**config.mk**
```make
export PLATFORM = sky130hd
export DESIGN_NAME = tc_multi_flat
export DESIGN_NICKNAME = d
export VERILOG_FILES = /design/src/rtl/tc_pkg.sv /design/src/rtl/tc_multi_if.sv /design/src/rtl/tc_channel.sv /design/src/rtl/tc_multi.sv /design/src/flat_wrapper.sv
export SDC_FILE = /design/constraint.sdc
export NUM_CORES = 1
export LEC_CHECK = 0
export CORE_ASPECT_RATIO = 1.1
export CORE_UTILIZATION = 58
export CTS_BUF_LIST = sky130_fd_sc_hd__clkbuf_8 sky130_fd_sc_hd__clkbuf_16
export DETAILED_ROUTE_END_ITERATION = 6
export PLACE_DENSITY = 0.78
export SLEW_MARGIN = 15
export SYNTH_ARGS = -nofsm -noshare
export SYNTH_HDL_FRONTEND = slang
export SYNTH_HIERARCHICAL = 1
export SYNTH_SLANG_ARGS = --single-unit
```
**constraint.sdc**
```tcl
create_clock -name clk -period 3 [get_ports clk]
set_input_delay 0.6 -clock clk [delete_from_list [all_inputs] [get_ports clk]]
set_output_delay 0.6 -clock clk [all_outputs]
set_load 0.01 [all_outputs]
```
**src/rtl/tc_pkg.sv**
```systemverilog
// Shared definitions for the multi-channel timer/counter: FSM encodings,
// register offsets, CTRL bit positions and mode codes.
package tc_pkg;

    typedef enum logic [1:0] {
        IDLE = 2'd0,
        LOAD = 2'd1,
        CNT  = 2'd2,
        INT  = 2'd3
    } tc_state_e;

    localparam logic [1:0] REG_CTRL   = 2'd0;
    localparam logic [1:0] REG_PRESET = 2'd1;
    localparam logic [1:0] REG_COUNT  = 2'd2;
    localparam logic [1:0] REG_STATUS = 2'd3;

    localparam int CTRL_EN      = 0;
    localparam int CTRL_MODE_LO = 1;
    localparam int CTRL_IM      = 3;
    localparam int CTRL_PSC_LO  = 8;

    localparam logic [1:0] MODE_ONESHOT  = 2'b00;
    localparam logic [1:0] MODE_PERIODIC = 2'b01;

endpackage

```
**src/rtl/tc_multi_if.sv**
```systemverilog
// CPU bridge view of the timer block: word address, write strobe/data,
// combinational read data and the interrupt line.
interface tc_multi_if;
    logic [31:2] Addr;
    logic        WE;
    logic [31:0] Din;
    logic [31:0] Dout;
    logic        IRQ;

    modport master (output Addr, WE, Din, input Dout, IRQ);
    modport slave  (input Addr, WE, Din, output Dout, IRQ);
endinterface

```
**src/rtl/tc_channel.sv**
```systemverilog
// One timer channel: CTRL/PRESET/COUNT/STATUS registers and the
// IDLE/LOAD/CNT/INT sequencer; prescaler present only with TC_PRESCALE_EN.
module tc_channel import tc_pkg::*; #(
    parameter int CNT_W = 32,
    parameter int PSC_W = 8
) (
    input  logic        clk,
    input  logic        reset,
    input  logic        sel,
    input  logic        we,
    input  logic [1:0]  reg_sel,
    input  logic [31:0] din,
    output logic [31:0] rd_data,
    output logic        irq
);

    logic             en;
    logic             im;
    logic             pend;
    logic [1:0]       mode;
    logic [CNT_W-1:0] preset;
    logic [CNT_W-1:0] count;
    tc_state_e        state;
    logic             tick;
    logic             freeze;
    logic             clear;
    logic             one_shot;

`ifdef TC_PRESCALE_EN
    logic [PSC_W-1:0] psc;
    logic [PSC_W-1:0] psc_cnt;
    assign tick = (psc_cnt == psc);
`else
    assign tick = 1'b1;
`endif

    function automatic logic [CNT_W-1:0] dec_sat(input logic [CNT_W-1:0] v);
        return (v > CNT_W'(1)) ? v - CNT_W'(1) : '0;
    endfunction

    // STATUS writes only touch pend, so they leave the sequencer running
    // and an expiry in the same cycle can still set pend afterwards.
    assign freeze   = sel && we && (reg_sel != REG_STATUS);
    assign clear    = sel && we && (reg_sel == REG_STATUS) && din[0];
    assign one_shot = (mode != MODE_PERIODIC);
    assign irq      = pend & im;

    always_ff @(posedge clk) begin
        if (reset) begin
            en      <= 1'b0;
            im      <= 1'b0;
            mode    <= MODE_ONESHOT;
            pend    <= 1'b0;
            preset  <= '0;
            count   <= '0;
            state   <= IDLE;
`ifdef TC_PRESCALE_EN
            psc     <= '0;
            psc_cnt <= '0;
`endif
        end else begin
            if (sel && we) begin
                case (reg_sel)
                    REG_CTRL: begin
                        en   <= din[CTRL_EN];
                        mode <= din[CTRL_MODE_LO +: 2];
                        im   <= din[CTRL_IM];
`ifdef TC_PRESCALE_EN
                        psc  <= din[CTRL_PSC_LO +: PSC_W];
`endif
                    end
                    REG_PRESET: preset <= din[CNT_W-1:0];
                    default: ;
                endcase
            end

            if (clear)
                pend <= 1'b0;

            if (!freeze) begin
                unique case (state)
                    IDLE: if (en) state <= LOAD;
                    LOAD: begin
                        count   <= preset;
`ifdef TC_PRESCALE_EN
                        psc_cnt <= '0;
`endif
                        state   <= CNT;
                    end
                    CNT: begin
                        if (!en) begin
                            state <= IDLE;
                        end else if (tick) begin
                            count <= dec_sat(count);
                            if (count <= CNT_W'(1)) begin
                                pend  <= 1'b1;
                                state <= INT;
                            end
`ifdef TC_PRESCALE_EN
                            psc_cnt <= '0;
                        end else begin
                            psc_cnt <= psc_cnt + PSC_W'(1);
`endif
                        end
                    end
                    INT: begin
                        if (one_shot)
                            en <= 1'b0;
                        state <= IDLE;
                    end
                endcase
            end
        end
    end

    always_comb begin
        rd_data = '0;
        case (reg_sel)
            REG_CTRL: begin
                rd_data[CTRL_EN]           = en;
                rd_data[CTRL_MODE_LO +: 2] = mode;
                rd_data[CTRL_IM]           = im;
`ifdef TC_PRESCALE_EN
                rd_data[CTRL_PSC_LO +: PSC_W] = psc;
`endif
            end
            REG_PRESET: rd_data[CNT_W-1:0] = preset;
            REG_COUNT:  rd_data[CNT_W-1:0] = count;
            REG_STATUS: rd_data[0]         = pend;
            default: ;
        endcase
    end

endmodule

```
**src/rtl/tc_multi.sv**
```systemverilog
// Multi-channel timer/counter on the CPU bridge: address decode, read mux
// and IRQ reduction over N_CH tc_channel instances (prescaler: TC_PRESCALE_EN).
module tc_multi import tc_pkg::*; #(
    parameter int N_CH  = 2,
    parameter int CNT_W = 32,
    parameter int PSC_W = 8
) (
    input  logic       clk,
    input  logic       reset,
    tc_multi_if.slave  bus
);

    logic [2:0]  ch_sel;
    logic [1:0]  reg_sel;
    logic [31:0] ch_rd [N_CH];
    logic [N_CH-1:0] ch_irq;
    logic        unused_addr;

    assign ch_sel      = bus.Addr[6:4];
    assign reg_sel     = bus.Addr[3:2];
    assign unused_addr = ^bus.Addr[31:7];

    for (genvar i = 0; i < N_CH; i++) begin : g_ch
        tc_channel #(
            .CNT_W (CNT_W),
            .PSC_W (PSC_W)
        ) u_ch (
            .clk     (clk),
            .reset   (reset),
            .sel     (ch_sel == 3'(i)),
            .we      (bus.WE),
            .reg_sel (reg_sel),
            .din     (bus.Din),
            .rd_data (ch_rd[i]),
            .irq     (ch_irq[i])
        );
    end

    // Channel indices with no instance fall through to zero.
    always_comb begin
        bus.Dout = '0;
        for (int i = 0; i < N_CH; i++)
            if (ch_sel == 3'(i))
                bus.Dout = ch_rd[i];
    end

    assign bus.IRQ = |ch_irq;

endmodule

```
**src/flat_wrapper.sv**
```systemverilog
// flat-port wrapper written by rule: the top's interface ports become plain ports
module tc_multi_flat import tc_pkg::*;
#(
    parameter int N_CH  = 2,
    parameter int CNT_W = 32,
    parameter int PSC_W = 8
)
  (clk, reset, bus_Addr, bus_WE, bus_Din, bus_Dout, bus_IRQ);
  tc_multi_if bus_i ();
  input  logic clk;
  input  logic reset;
  input wire logic [$bits(bus_i.Addr)-1:0] bus_Addr;
  input wire logic [$bits(bus_i.WE)-1:0] bus_WE;
  input wire logic [$bits(bus_i.Din)-1:0] bus_Din;
  output wire logic [$bits(bus_i.Dout)-1:0] bus_Dout;
  output wire logic [$bits(bus_i.IRQ)-1:0] bus_IRQ;
  assign bus_i.Addr = bus_Addr;
  assign bus_i.WE = bus_WE;
  assign bus_i.Din = bus_Din;
  assign bus_Dout = bus_i.Dout;
  assign bus_IRQ = bus_i.IRQ;
  tc_multi #(.N_CH(N_CH), .CNT_W(CNT_W), .PSC_W(PSC_W)) u_core (.clk(clk), .reset(reset), .bus(bus_i));
endmodule
```
# Yosys cells after proc, flatten, opt, wreduce, memory -nomap -nowiden
# Index checks and enable logic that the tools add are counted.
# totals
reg_bits	142
in_bits	65
out_inout_bits	33
elab_cells	108
# classes
addsub	2
magnitude_cmp	4
eq_ne	19
mux	42
bitwise	4
n_reduce_logical	23
# ops
op	n
2-to-1 mux 32 bit	6
one-hot mux 32 bit (2 select lines)	2
one-hot mux 28 bit (2 select lines)	2
greater-than comparator 32 x 1 -> 1 bit (second input constant)	2
less-or-equal comparator 32 x 1 -> 1 bit (second input constant)	2
subtractor 32 x 1 -> 32 bit (second input constant)	2
2-to-1 mux 1 bit	20
one-hot mux 3 bit (3 select lines)	2
one-hot mux 2 bit (4 select lines)	2
equality test 2 bit (second input constant)	6
2-to-1 mux 2 bit	6
AND reduction 3 bit	4
inequality test 2 bit (second input constant)	5
logical AND 1 bit	8
one-hot mux 1 bit (4 select lines)	2
AND reduction 2 bit	4
equality test 2 x 1 -> 1 bit (second input constant)	3
logical NOT 2 bit	3
inequality test 3 bit (second input constant)	2
inequality test 2 x 1 -> 1 bit (second input constant)	2
nonzero test 2 bit	2
equality test 3 x 1 -> 1 bit (second input constant)	1
logical NOT 3 bit	1
bitwise AND 1 bit	2
2 further kinds	3

# Depth between registers and ports, before layout
# depth
word_depth	9
mapped_depth	11
ltp_nobuf	7

# Modules after synthesis
# The synthesis kept the hierarchy.
# by_module_without_submodules
module	n_inst	cells_per_inst	area_per_inst_um2	seq_area_each_um2
tc_channel at u_core.g_ch[0].u_ch	1	569	4352.9	1421.4
tc_channel at u_core.g_ch[1].u_ch	1	570	4350.4	1421.4
tc_multi	1	77	561.8	0.0

# Worst setup path after synthesis
# No wires, ideal clock.
# synth_path
path_type	input -> register
from	in bus_Addr[4]
to	reg u_core.g_ch[1].u_ch.count[0]
setup_ns	0.095
arrival_ns	2.434
t_required_ns	2.905
slack_ns	0.471
cell_stages	10
path_buffers	4
cell_sequence	or2_1 -> buf_6 -> buf_8 -> nor2_1 -> nand3b_1 -> nand3_1 -> clkbuf_1 -> clkbuf_1 -> a21oi_1 -> a221oi_1
# synth_via
elab_chain_len	5
# synth_lines
element	line	text
start: declaration	flat_wrapper.sv:12	input wire logic [$bits(bus_i.Addr)-1:0] bus_Addr;
equality test 3 x 1 -> 1 bit	tc_multi.sv:30	.sel (ch_sel == 3'(i)),
logical AND 1 bit (2 in a row)	tc_channel.sv:43	assign freeze = sel && we && (reg_sel != REG_STATUS);
inverter 1 bit (no source line)	n/a	
AND reduction 3 bit (no source line)	n/a	
end signal: assignment	tc_channel.sv:84	count <= preset;
end signal: assignment	tc_channel.sv:94	count <= dec_sat(count);
end: declaration	tc_channel.sv:22	logic [CNT_W-1:0] count;
# Every way passes these cells.
# A chain may end at the register's enable or synchronous reset.

==> flow_summary.yaml <==
yosys:
  syn_inst: 1216
  synth.net_count: 1301
  synth_ff_type: "dfxtp_1"
  syn_area_sq_um: 9270
  ys_seq_area_share_pct: 30.7
  syn_avg_cell_area_sq_um: 7.62
  synth_edf_count: 0
  ys_seq_elements: 142
  yosysWarnings: 6
  async_reset_ff_share_pct: 0
  ys_types: 75
run_status:
  status: "finished with violations"
  violations: "DRC"
timing:
  hold_violations: 0
  slew_violations: 0
  fmax_ghz: 0.338
  layout_min_cycle_time_ns: 2.96
  setup_viol: 0
  fin_crit_sh_pct: 98.8
  rsz0062_at_grt: "false"
  maxSlewHeadroom_pct: 46.6
  skew_ns: 0.00815
  tns_ns: 0
  tightest_slew_ns: 0.796
cells_and_area:
  fillCellCount: 1226
  nNetsFinal: 1343
  diodes: 0
  drive_above_1_share_pct: 10.7
  area_growth_pct: 20.4
  final_cells: 1471
  utilization_pct: 71.2
drt:
  wl_met3_mm: 2.35
  met2WireLength_mm: 13.9
  wl_mm: 29.9
  drtIter0Drc: 1539
  drt-pass1-iter-count: 7
  top_layer_used: "met4"
  vias_per_cell: 6.70
  ant_nets: 0
  routedWlPerCell_um: 20.4
  drc_errors: 22
  routed-via-count: 9850
  met1_length_mm: 12.7
placement:
  dp_hpwl_mm: 20.4
  io_buffer_count: 72
  gp_congestion: 0.947
  dpl.cell_count: 1436
worst_setup_path:
  worstPathArrival_ns: 2.36
  crit_chain: "buf_2 -> inv_1 -> ha_1 -> buf_12 -> nor2b_1 -> mux2i_1 -> nor2_1 -> clkdlybuf4s50_1"
  cp_top_family: "buffers and inverters"
  critPathKind: "in -> out"
  worstSetupStartpointType: "primary input"
  endpoint_kind: "primary output"
  cp_slowest_stage_delay_ns: 0.56
  cp.required_ns: 2.40
  crit_path_top_delay_cell: "clkdlybuf4s50_1"
  critPathBufInv: 4
  cp_max_fo: 28
power_and_ir_drop:
  leakage_uw: 0.00417
  pwr-share-seq_pct: 31.6
  switchingPower_uw: 2110
  power.density_nw_per_um2: 556
  p_int_uw: 4090
  share_comb_of_total_power_pct: 29.3
  peakVddDrop_uv: 431
  p_clk_share_pct: 39.0
  power_switching_share_pct: 34.0
cts:
  cts-root-buf: "clkbuf_16"
  clk_path_buf_depth: 2
  cts_tree: "yes"
  clkSinkCount: 142
  h-tree-depth: 4
  path_clk_slew_ns: 0.06
  cts_setup_buffers: 0
  clk_latency_ns: 0.43
  cts_buffers: 17
global_routing:
  grt_pass1_vias: 8635
  overflow: 0
  grt_first_pass_wirelength_mm: 46.1
  grt_max_degree: 55
  track_usage_pct: 35.5
  antenna_found_initial: 0
floorplanning:
  row_count: 48
  start_util_pct: 59.1
  coreArea_sq_um: 15700
  die-area_sq_um: 16500
  fp.dieW_um: 123
  die_h_um: 135
  num_io_pins: 98
flow_run:
  drv_cap: 0
hold_path:
  hold_path.class: "reg -> reg"
state kept, by name, summed over array words and instances, names as in the netlist:
signal,count
u_core/g_ch.u_ch/count,64
u_core/g_ch.u_ch/preset,64
u_core/g_ch.u_ch/en,2
u_core/g_ch.u_ch/mode,4
u_core/g_ch.u_ch/im,2
u_core/g_ch.u_ch/pend,2
u_core/g_ch.u_ch/state,4
Yosys cell counts (6+ instances only):
cell | number | share of area [%]
or3_1 | 9 | 0.61
a22oi_1 | 68 | 5.5
o311ai_0 | 7 | 0.66
nor3_1 | 30 | 1.6
nand2b_1 | 8 | 0.54
or4_1 | 7 | 0.57
a32oi_1 | 10 | 0.95
mux2i_1 | 43 | 4.6
inv_1 | 32 | 1.3
nand3_1 | 44 | 2.4
and3_1 | 29 | 2.0
nand4_1 | 15 | 1.0
nand2_1 | 181 | 7.3
a31oi_1 | 40 | 2.7
nor2_1 | 73 | 3.0
nand3b_1 | 7 | 0.57
and2_1 | 6 | 0.41
clkbuf_1 | 83 | 3.4
dfxtp_1 | 142 | 31
o32ai_1 | 12 | 1.1
a221oi_1 | 7 | 0.66
a21oi_1 | 111 | 6.0
o21ai_0 | 20 | 1.1
buf_2 | 11 | 0.59
buf_6 | 8 | 0.97
nor4_1 | 22 | 1.5
a222oi_1 | 9 | 0.97
nor2b_1 | 60 | 4.1
ha_1 | 20 | 2.7
final timing paths:
kind,from,end,depth (start not counted),slack (ns)
min,u_core/g_ch[1].u_ch/preset[28],u_core/g_ch[1].u_ch/preset[28],2,0.48
min reg2reg,u_core/g_ch[1].u_ch/preset[28],u_core/g_ch[1].u_ch/preset[28],2,0.48
max,bus_Addr[1],bus_Dout[14],8,0.04
max reg2reg,u_core/g_ch[1].u_ch/count[0],u_core/g_ch[1].u_ch/count[30],8,0.52
metrics by stage:
step | instance area [sq um] | setup slack, ns | hold WS [ns] | total power (uW)
global placement | 10300 | -0.393 | 0.453 | 3690
CTS | 11000 | -0.00949 | 0.469 | 6120
floorplan | 9270 | 0.471 | 0.440 | 3150
finish | 11200 | 0.0374 | 0.478 | 6200
global route | 11200 | 0.00306 | 0.496 | 6400
detailed placement | 10300 | -0.449 | 0.460 | 3720
per-layer routing:
layer | vias to the layer above | global-route usage, %
met3 | 102 | 5.32
met5 | - | 0
met4 | 0 | 12.2
li1 | 4567 | -
met2 | 554 | 55.5
met1 | 4627 | 49.5
kinds of logic after synthesis:
kind of cell | after synthesis | share of synthesized area (%)
AOI/OAI and AO/OA | 338 | 24.8
adders and majority gates | 20 | 2.70
buffers and inverters | 145 | 7.13
DFF | 142 | 30.7
muxes | 43 | 4.65
and+or+nand+nor | 528 | 30.0
repair_timing:
item,in CTS,in global routing
gates cloned,0,3
pin swaps,3,1
setup endpoints to repair,32,24
resized for setup,18,26
hold buffers,0,0
placed cells by master, fill, tap and decap left out, types with 29 or more instances in the layout:
cell             count
inv_1               30
mux2i_1             43
a31oi_1             40
dfxtp_1            142
and3_1              29
clkdlybuf4s50_1     51
nand3_1             44
nor2b_1             60
a21oi_1            111
buf_4               46
nor2_1              73
a22oi_1             64
nor3_1              30
nand2_1            181
worst reg2reg max path: stages, from the launching register on:
cell     delay [ns]
dfxtp_1        0.37
inv_1          0.14
ha_1           0.24
or3b_2         0.60
nor4_4         0.18
buf_4          0.19
nand3_1        0.10
or4_1          0.44
a31oi_1        0.16
power groups by stage:
stage / sequential, uW / combinational [uW] / clock [uW]
final: 1960 / 1820 / 2420
after global routing: 1970 / 1940 / 2500
after CTS: 1960 / 1740 / 2420
after detailed placement: 2000 / 1720 / 0
after global placement: 2000 / 1690 / 0
after floorplan: 1990 / 1160 / 0
layout make-up:
class / instances / area [sq um] / share of cell area [%]
Timing Repair Buffer: 136 / 1450 / 13.0
Clock buffer: 18 / 439 / 3.94
Tap cell: 200 / 250 / 2.24
Clock inverter: 14 / 226 / 2.03
Inverter: 32 / 120 / 1.08
Sequential cell: 142 / 2840 / 25.5
Multi-Input combinational cell: 929 / 5830 / 52.3
Power figures use the tool's default switching activity.
